## config.mk

```make
export PLATFORM = sky130hd
export DESIGN_NAME = noise_estimation_top
export DESIGN_NICKNAME = d
export VERILOG_FILES = /design/src/rtl/noise_est_pkg.sv /design/src/rtl/block_variance_unit.sv /design/src/rtl/noise_estimation_top.sv
export SDC_FILE = /design/constraint.sdc
export NUM_CORES = 1
export LEC_CHECK = 0
export BUFFER_PORTS_ARGS = -buffer_cell sky130_fd_sc_hd__buf_2
export CAP_MARGIN = 20
export CORE_ASPECT_RATIO = 1.1
export CORE_MARGIN = 3
export CORE_UTILIZATION = 35
export DETAILED_ROUTE_END_ITERATION = 10
export GPL_TIMING_DRIVEN = 0
export PLACE_DENSITY = 0.64
export SETUP_SLACK_MARGIN = 0.2
export SLEW_MARGIN = 20
export SYNTH_ARGS = -nofsm -noshare
export SYNTH_HDL_FRONTEND = slang
export SYNTH_SLANG_ARGS = --single-unit
```

## constraint.sdc

```tcl
create_clock -name clk -period 7.5 [get_ports clk]
set_input_delay 0.375 -clock clk [delete_from_list [all_inputs] [get_ports clk]]
set_output_delay 0.375 -clock clk [all_outputs]
set_load 0.01 [all_outputs]
```

## src/rtl/noise_est_pkg.sv

```systemverilog
// Shared types and default sizing for the frame noise estimator.
// Build option: define NOISE_MIN_VAR_EN to report the minimum block variance instead of the average.
package noise_est_pkg;

  typedef enum logic [2:0] {
    IDLE,
    COLLECT,
    BLOCK_VAR,
    DIVIDE,
    DONE
  } state_e;

  localparam int DW_DEFAULT = 8;
  localparam int N_DEFAULT  = 4;
  localparam int LOG2_N     = $clog2(N_DEFAULT);
  localparam int BPF_WIDTH  = 32;

endpackage

```

## src/rtl/block_variance_unit.sv

```systemverilog
// Accumulates sum and sum of squares of one block and presents its population variance.
module block_variance_unit
  import noise_est_pkg::*;
#(
  parameter int DATA_WIDTH    = DW_DEFAULT,
  parameter int TOTAL_SAMPLES = N_DEFAULT
) (
  input  logic                    clk,
  input  logic                    rst,
  input  logic                    load_i,
  input  logic                    acc_i,
  input  logic [DATA_WIDTH-1:0]   data_i,
  output logic [2*DATA_WIDTH-1:0] var_o
);

  localparam int L   = $clog2(TOTAL_SAMPLES);
  localparam int SW  = DATA_WIDTH + L;
  localparam int SQW = 2*DATA_WIDTH + L;

  logic [SW-1:0]           sum_q, sum_d;
  logic [SQW-1:0]          sumsq_q, sumsq_d;
  logic [2*DATA_WIDTH-1:0] dataWide, dataSq, meanWide, meanSq, sqMean;
  logic [DATA_WIDTH-1:0]   mean;

  // load_i restarts the block with the strobe-cycle sample so no separate clear is needed.
  always_comb begin
    dataWide = {{DATA_WIDTH{1'b0}}, data_i};
    dataSq   = dataWide * dataWide;
    sum_d    = sum_q;
    sumsq_d  = sumsq_q;
    if (load_i) begin
      sum_d   = {{L{1'b0}}, data_i};
      sumsq_d = {{L{1'b0}}, dataSq};
    end else if (acc_i) begin
      sum_d   = sum_q + {{L{1'b0}}, data_i};
      sumsq_d = sumsq_q + {{L{1'b0}}, dataSq};
    end
  end

  always_ff @(posedge clk) begin
    if (rst) begin
      sum_q   <= '0;
      sumsq_q <= '0;
    end else begin
      sum_q   <= sum_d;
      sumsq_q <= sumsq_d;
    end
  end

  always_comb begin
    mean     = sum_q[SW-1:L];
    meanWide = {{DATA_WIDTH{1'b0}}, mean};
    meanSq   = meanWide * meanWide;
    sqMean   = sumsq_q[SQW-1:L];
    var_o    = (sqMean >= meanSq) ? (sqMean - meanSq) : '0;
  end

endmodule

```

## src/rtl/noise_estimation_top.sv

```systemverilog
// Frame noise estimator: averages block variances over a frame with a bit-serial divider.
// Build option: NOISE_MIN_VAR_EN selects the minimum block variance instead (no divider used).
module noise_estimation_top
  import noise_est_pkg::*;
#(
  parameter int DATA_WIDTH    = DW_DEFAULT,
  parameter int TOTAL_SAMPLES = N_DEFAULT
) (
  input  logic                    clk,
  input  logic                    rst,
  input  logic                    start_of_frame,
  input  logic                    end_of_frame,
  input  logic [DATA_WIDTH-1:0]   data_in,
  input  logic                    start_data,
  input  logic [BPF_WIDTH-1:0]    blocks_per_frame,
  output logic [2*DATA_WIDTH-1:0] estimated_noise,
  output logic                    estimated_noise_ready
);

  localparam int LOG2N = $clog2(TOTAL_SAMPLES);
  localparam int EW    = 2*DATA_WIDTH;
  localparam int AW    = EW + BPF_WIDTH;
  localparam int CW    = LOG2N + 1;
  localparam int DCW   = $clog2(AW);

  state_e             state_q, state_d;
  logic [CW-1:0]      cnt_q, cnt_d;
  logic               sof_q, sof_d, eof_q, eof_d;
  logic [AW-1:0]      acc_q, acc_d, quo_q, quo_d;
  logic [BPF_WIDTH:0] rem_q, rem_d;
  logic [DCW-1:0]     divCnt_q, divCnt_d;
  logic [EW-1:0]      est_q, est_d;
  logic               ready_q, ready_d;
  logic [EW-1:0]      min_q, min_d;

  logic               bvLoad, bvAcc;
  logic [EW-1:0]      blockVar, minNext;
  logic [AW-1:0]      newAcc, quoNext;
  logic [BPF_WIDTH:0] remShift, remNext;
  logic               quoBit;

  block_variance_unit #(
    .DATA_WIDTH   (DATA_WIDTH),
    .TOTAL_SAMPLES(TOTAL_SAMPLES)
  ) u_bvu (
    .clk   (clk),
    .rst   (rst),
    .load_i(bvLoad),
    .acc_i (bvAcc),
    .data_i(data_in),
    .var_o (blockVar)
  );

  // One restoring-division step per DIVIDE cycle: dividend bits shift out of quo_q as quotient bits shift in.
  always_comb begin
    state_d  = state_q;
    cnt_d    = cnt_q;
    sof_d    = sof_q;
    eof_d    = eof_q;
    acc_d    = acc_q;
    quo_d    = quo_q;
    rem_d    = rem_q;
    divCnt_d = divCnt_q;
    est_d    = est_q;
    ready_d  = 1'b0;
    min_d    = min_q;
    bvLoad   = 1'b0;
    bvAcc    = 1'b0;

    newAcc   = (sof_q ? '0 : acc_q) + {{BPF_WIDTH{1'b0}}, blockVar};
    minNext  = (sof_q || (blockVar < min_q)) ? blockVar : min_q;
    remShift = {rem_q[BPF_WIDTH-1:0], quo_q[AW-1]};
    quoBit   = (remShift >= {1'b0, blocks_per_frame});
    remNext  = quoBit ? (remShift - {1'b0, blocks_per_frame}) : remShift;
    quoNext  = {quo_q[AW-2:0], quoBit};

    case (state_q)
      IDLE: begin
        if (start_data) begin
          bvLoad  = 1'b1;
          sof_d   = start_of_frame;
          eof_d   = end_of_frame;
          cnt_d   = CW'(1);
          state_d = COLLECT;
        end
      end
      COLLECT: begin
        bvAcc = 1'b1;
        cnt_d = cnt_q + CW'(1);
        if (cnt_q == CW'(TOTAL_SAMPLES - 1)) state_d = BLOCK_VAR;
      end
      BLOCK_VAR: begin
        sof_d   = 1'b0;
        state_d = IDLE;
`ifdef NOISE_MIN_VAR_EN
        min_d = minNext;
        if (eof_q) begin
          est_d   = minNext;
          ready_d = 1'b1;
          state_d = DONE;
        end
`else
        acc_d = newAcc;
        if (eof_q) begin
          quo_d    = newAcc;
          rem_d    = '0;
          divCnt_d = '0;
          state_d  = DIVIDE;
        end
`endif
      end
      DIVIDE: begin
        quo_d    = quoNext;
        rem_d    = remNext;
        divCnt_d = divCnt_q + DCW'(1);
        if (divCnt_q == DCW'(AW - 1)) begin
          ready_d = 1'b1;
          state_d = DONE;
          if (blocks_per_frame == '0) est_d = '0;
          else if (|quoNext[AW-1:EW]) est_d = '1;
          else est_d = quoNext[EW-1:0];
        end
      end
      DONE: begin
        acc_d   = '0;
        min_d   = '1;
        eof_d   = 1'b0;
        state_d = IDLE;
      end
      default: state_d = IDLE;
    endcase
  end

  always_ff @(posedge clk) begin
    if (rst) begin
      state_q  <= IDLE;
      cnt_q    <= '0;
      sof_q    <= 1'b0;
      eof_q    <= 1'b0;
      acc_q    <= '0;
      quo_q    <= '0;
      rem_q    <= '0;
      divCnt_q <= '0;
      est_q    <= '0;
      ready_q  <= 1'b0;
      min_q    <= '1;
    end else begin
      state_q  <= state_d;
      cnt_q    <= cnt_d;
      sof_q    <= sof_d;
      eof_q    <= eof_d;
      acc_q    <= acc_d;
      quo_q    <= quo_d;
      rem_q    <= rem_d;
      divCnt_q <= divCnt_d;
      est_q    <= est_d;
      ready_q  <= ready_d;
      min_q    <= min_d;
    end
  end

  assign estimated_noise       = est_q;
  assign estimated_noise_ready = ready_q;

endmodule

```

==> results.json <==
{
  "hold_viol_final": 0,
  "peakVddDrop_mv": 0.1579,
  "antenna_cells": 0,
  "cts.sinks": 187,
  "wl_met3_um": 2597,
  "synthCells": 2073,
  "ios": 62,
  "intPower_mw": 2.717,
  "critPathSlowestCell": "fa_1",
  "maxSlewViolCount": 0,
  "fin_cells": 2842,
  "sw_frac_of_total_pct": 42.11,
  "slew_headroom_pct": 34.53,
  "rows": 81,
  "setup_viol": 74,
  "p_leak_nw": 8.728,
  "highest_layer": "met5",
  "fill_cells": 4310,
  "synth_area_leaders": "dfxtp_1 (23%), ha_1 (12%), fa_1 (6.6%)",
  "cts-root-buf": "clkbuf_16",
  "clkTransAtPathRegs_ps": 80,
  "drt-initial-drc-count": 1039,
  "syn_to_final_growth_pct": 23.85,
  "netlist.top_cell.by_area": "dfxtp_1",
  "critPathBufInv": 7,
  "synth-edff-count": 0,
  "htreeDepth": 4,
  "synth_top_area_share_pct": 23.15,
  "cp-end-kind": "flip-flop",
  "yosysWarnings": 0,
  "drt_pass1_iterations": 5,
  "fmax_mhz": 124.5,
  "dieWidth_um": 211.0,
  "dp_slack_ps": -1005,
  "cp_data_arrival_time_ps": 8380,
  "ys_types": 77,
  "start_kind": "flip-flop",
  "clockPowerShare_pct": 20.2,
  "drt_wl_total_um": 49930,
  "layout_common_cells": "nor2_1 (183), dfxtp_1 (180), nand2_1 (175)",
  "grt_pass1_vias": 15582,
  "synth-seq-cells": 187,
  "ant_nets": 0,
  "antenna_found_initial": 1,
  "wire_per_inst_um": 17.57,
  "multi_input_area_mm2": 0.01264,
  "layout_commonest_cell": "nor2_1",
  "finClkSkew_ps": 13.24,
  "worstSetupPathType": "flip-flop to flip-flop",
  "seq_area_frac_synth_pct": 23.15,
  "syn_area_per_cell_um2": 7.801,
  "max_cap_violations": 0,
  "die_area_mm2": 0.04882,
  "via_count": 15730,
  "ys.flop_type": "dfxtp_1",
  "grt_use_total_pct": 19.85,
  "drive_above_1_share_pct": 17.91,
  "powerDensity_mw_per_mm2": 234.3,
  "regArea_mm2": 0.003767,
  "setup_tns_ps": -27270,
  "finish.instance_area_mm2": 0.02003,
  "port_buffers": 60,
  "p_sw_mw": 1.976,
  "min_period_ps": 8034,
  "grt_pass1_wl_um": 79560,
  "grt_max_degree": 18,
  "path_delay_family": "adder cells",
  "rsz0062_at_grt": "true",
  "fp.dieH_um": 231.4,
  "power_frac_comb_pct": 56.4,
  "syn-cell-area_mm2": 0.01617,
  "fin_crit_sh_pct": 107.1,
  "outcome": "finished with violations",
  "clock_latency_ps": 450,
  "numCtsBuffers": 17,
  "place_inst": 2714,
  "fin_nets": 2497,
  "cts_tree": "built",
  "tightestPinTransition_ps": 978.4,
  "violations": "setup timing",
  "critPathRequiredTime_ps": 7840,
  "drc": 0,
  "met2WireLength_um": 24080,
  "vias_per_cell": 5.535,
  "finalCoreUtilization_pct": 44.41,
  "coreArea_mm2": 0.04510,
  "slowest_delay_ps": 550,
  "grt-ovfl-total": 0,
  "max-clock-path-buffers": 2,
  "cp_max_fo": 7,
  "syn_nets": 2321,
  "async_reset_ff_share_pct": 0,
  "start_util_pct": 35.86,
  "gp_congestion": 0.9034,
  "p_seq_share_pct": 23.4,
  "fin_ws_ps": -533.9,
  "place_area_mm2": 0.01735,
  "cp_common_cell": "fa_1",
  "met1_length_um": 21660,
  "hpwlAfterDp_um": 36250,
  "hp-class": "input port to flip-flop"
}
[final cells by class]
type / instances / area share, %
plain buffers: 99 / 2.361
well taps: 581 / 3.630
multi-input cells: 1620 / 63.13
repair buffers: 157 / 5.966
flip-flops and latches: 187 / 18.81
clock inverters: 14 / 0.8309
inverters: 167 / 3.142
clock buffers: 17 / 2.124
[synthesized netlist by cell type (38+ instances only)]
library cell,n
a21o_1,44
a21oi_1,157
a22oi_1,40
and2_1,45
clkbuf_1,85
dfxtp_1,187
fa_1,53
ha_1,150
inv_1,167
nand2_1,184
nand2b_1,44
nand3_1,49
nor2_1,195
nor2b_1,39
nor3_1,38
o21ai_0,87
o22ai_1,38
xnor2_1,79
xor2_1,49
[worst reg2reg max path, delay by kind of cell, from the launching register on]
kind	cells	cell delay (ps)
adders and majority gates	7	2800
AOI/OAI and AO/OA	11	2280
and+or+nand+nor	7	1370
buffers and inverters	7	940
DFF	1	380
xor gates and xnor gates	1	150
[repair_timing]
action,4_1_cts,5_1_grt
gates resized for setup,173,104
hold buffers,0,0
setup buffers,67,29
pin swaps,87,116
setup endpoints to repair,84,86
cloned,1,0
[final timing paths]
check	end	startpoint	slack, ps	cells after the start
setup reg to reg	acc_q[47]$_SDFFE_PP0P_	u_bvu.sum_q[4]$_SDFFE_PP0P_	-530	33
hold / removal	sof_q$_SDFFE_PP0P_	start_of_frame	230	3
setup / recovery	acc_q[47]$_SDFFE_PP0P_	u_bvu.sum_q[4]$_SDFFE_PP0P_	-530	33
hold reg to reg	rem_q[22]$_SDFFE_PP0P_	rem_q[22]$_SDFFE_PP0P_	470	2
[power by group through the flow]
stage	clock network, mW	registers (mW)	logic [mW]
floorplan	0	1.09	1.67
global placement	0	1.12	2.05
detailed placement	0	1.12	2.10
CTS	0.958	1.10	2.37
global route	0.998	1.11	2.92
finish	0.949	1.10	2.64
[metrics by stage]
| stage | power [mW] | hold WS, ps |
|---|---|---|
| 4_1_cts | 4.420 | 234.0 |
| 3_5_place_dp | 3.220 | 459.4 |
| 6_report | 4.692 | 231.7 |
| 5_1_grt | 5.021 | 257.9 |
| 2_1_floorplan | 2.758 | 441.2 |
| 3_3_place_gp | 3.172 | 457.3 |
[flip-flops by register name, indices dropped and copies added, names as in the netlist, 6 cells and up]
name and count:
acc_q 48, divCnt_q 6, estimated_noise 16, quo_q 48, rem_q 32, u_bvu.sum_q 10, u_bvu.sumsq_q 18
[kinds of logic (layout without fill, tap and decap cells)]
| group | after synthesis | after routing | share of synthesized area [%] |
|---|---|---|---|
| other | 2 | 2 | 0.04644 |
| xor gates and xnor gates | 128 | 128 | 6.932 |
| AOI/OAI and AO/OA | 520 | 520 | 21.08 |
| buffers and inverters | 266 | 454 | 6.406 |
| muxes | 33 | 33 | 2.050 |
| DFF | 187 | 187 | 23.15 |
| adders and majority gates | 203 | 203 | 18.17 |
| and+or+nand+nor | 734 | 734 | 22.17 |
[metal layers]
| layer | global-route usage, % | up-vias |
|---|---|---|
| met5 | 0 | - |
| met4 | 7.536 | 2 |
| met3 | 2.315 | 108 |
| met2 | 33.66 | 451 |
| met1 | 25.90 | 7562 |
| li1 | - | 7607 |
Note: power is estimated with default switching activity, not from simulation.
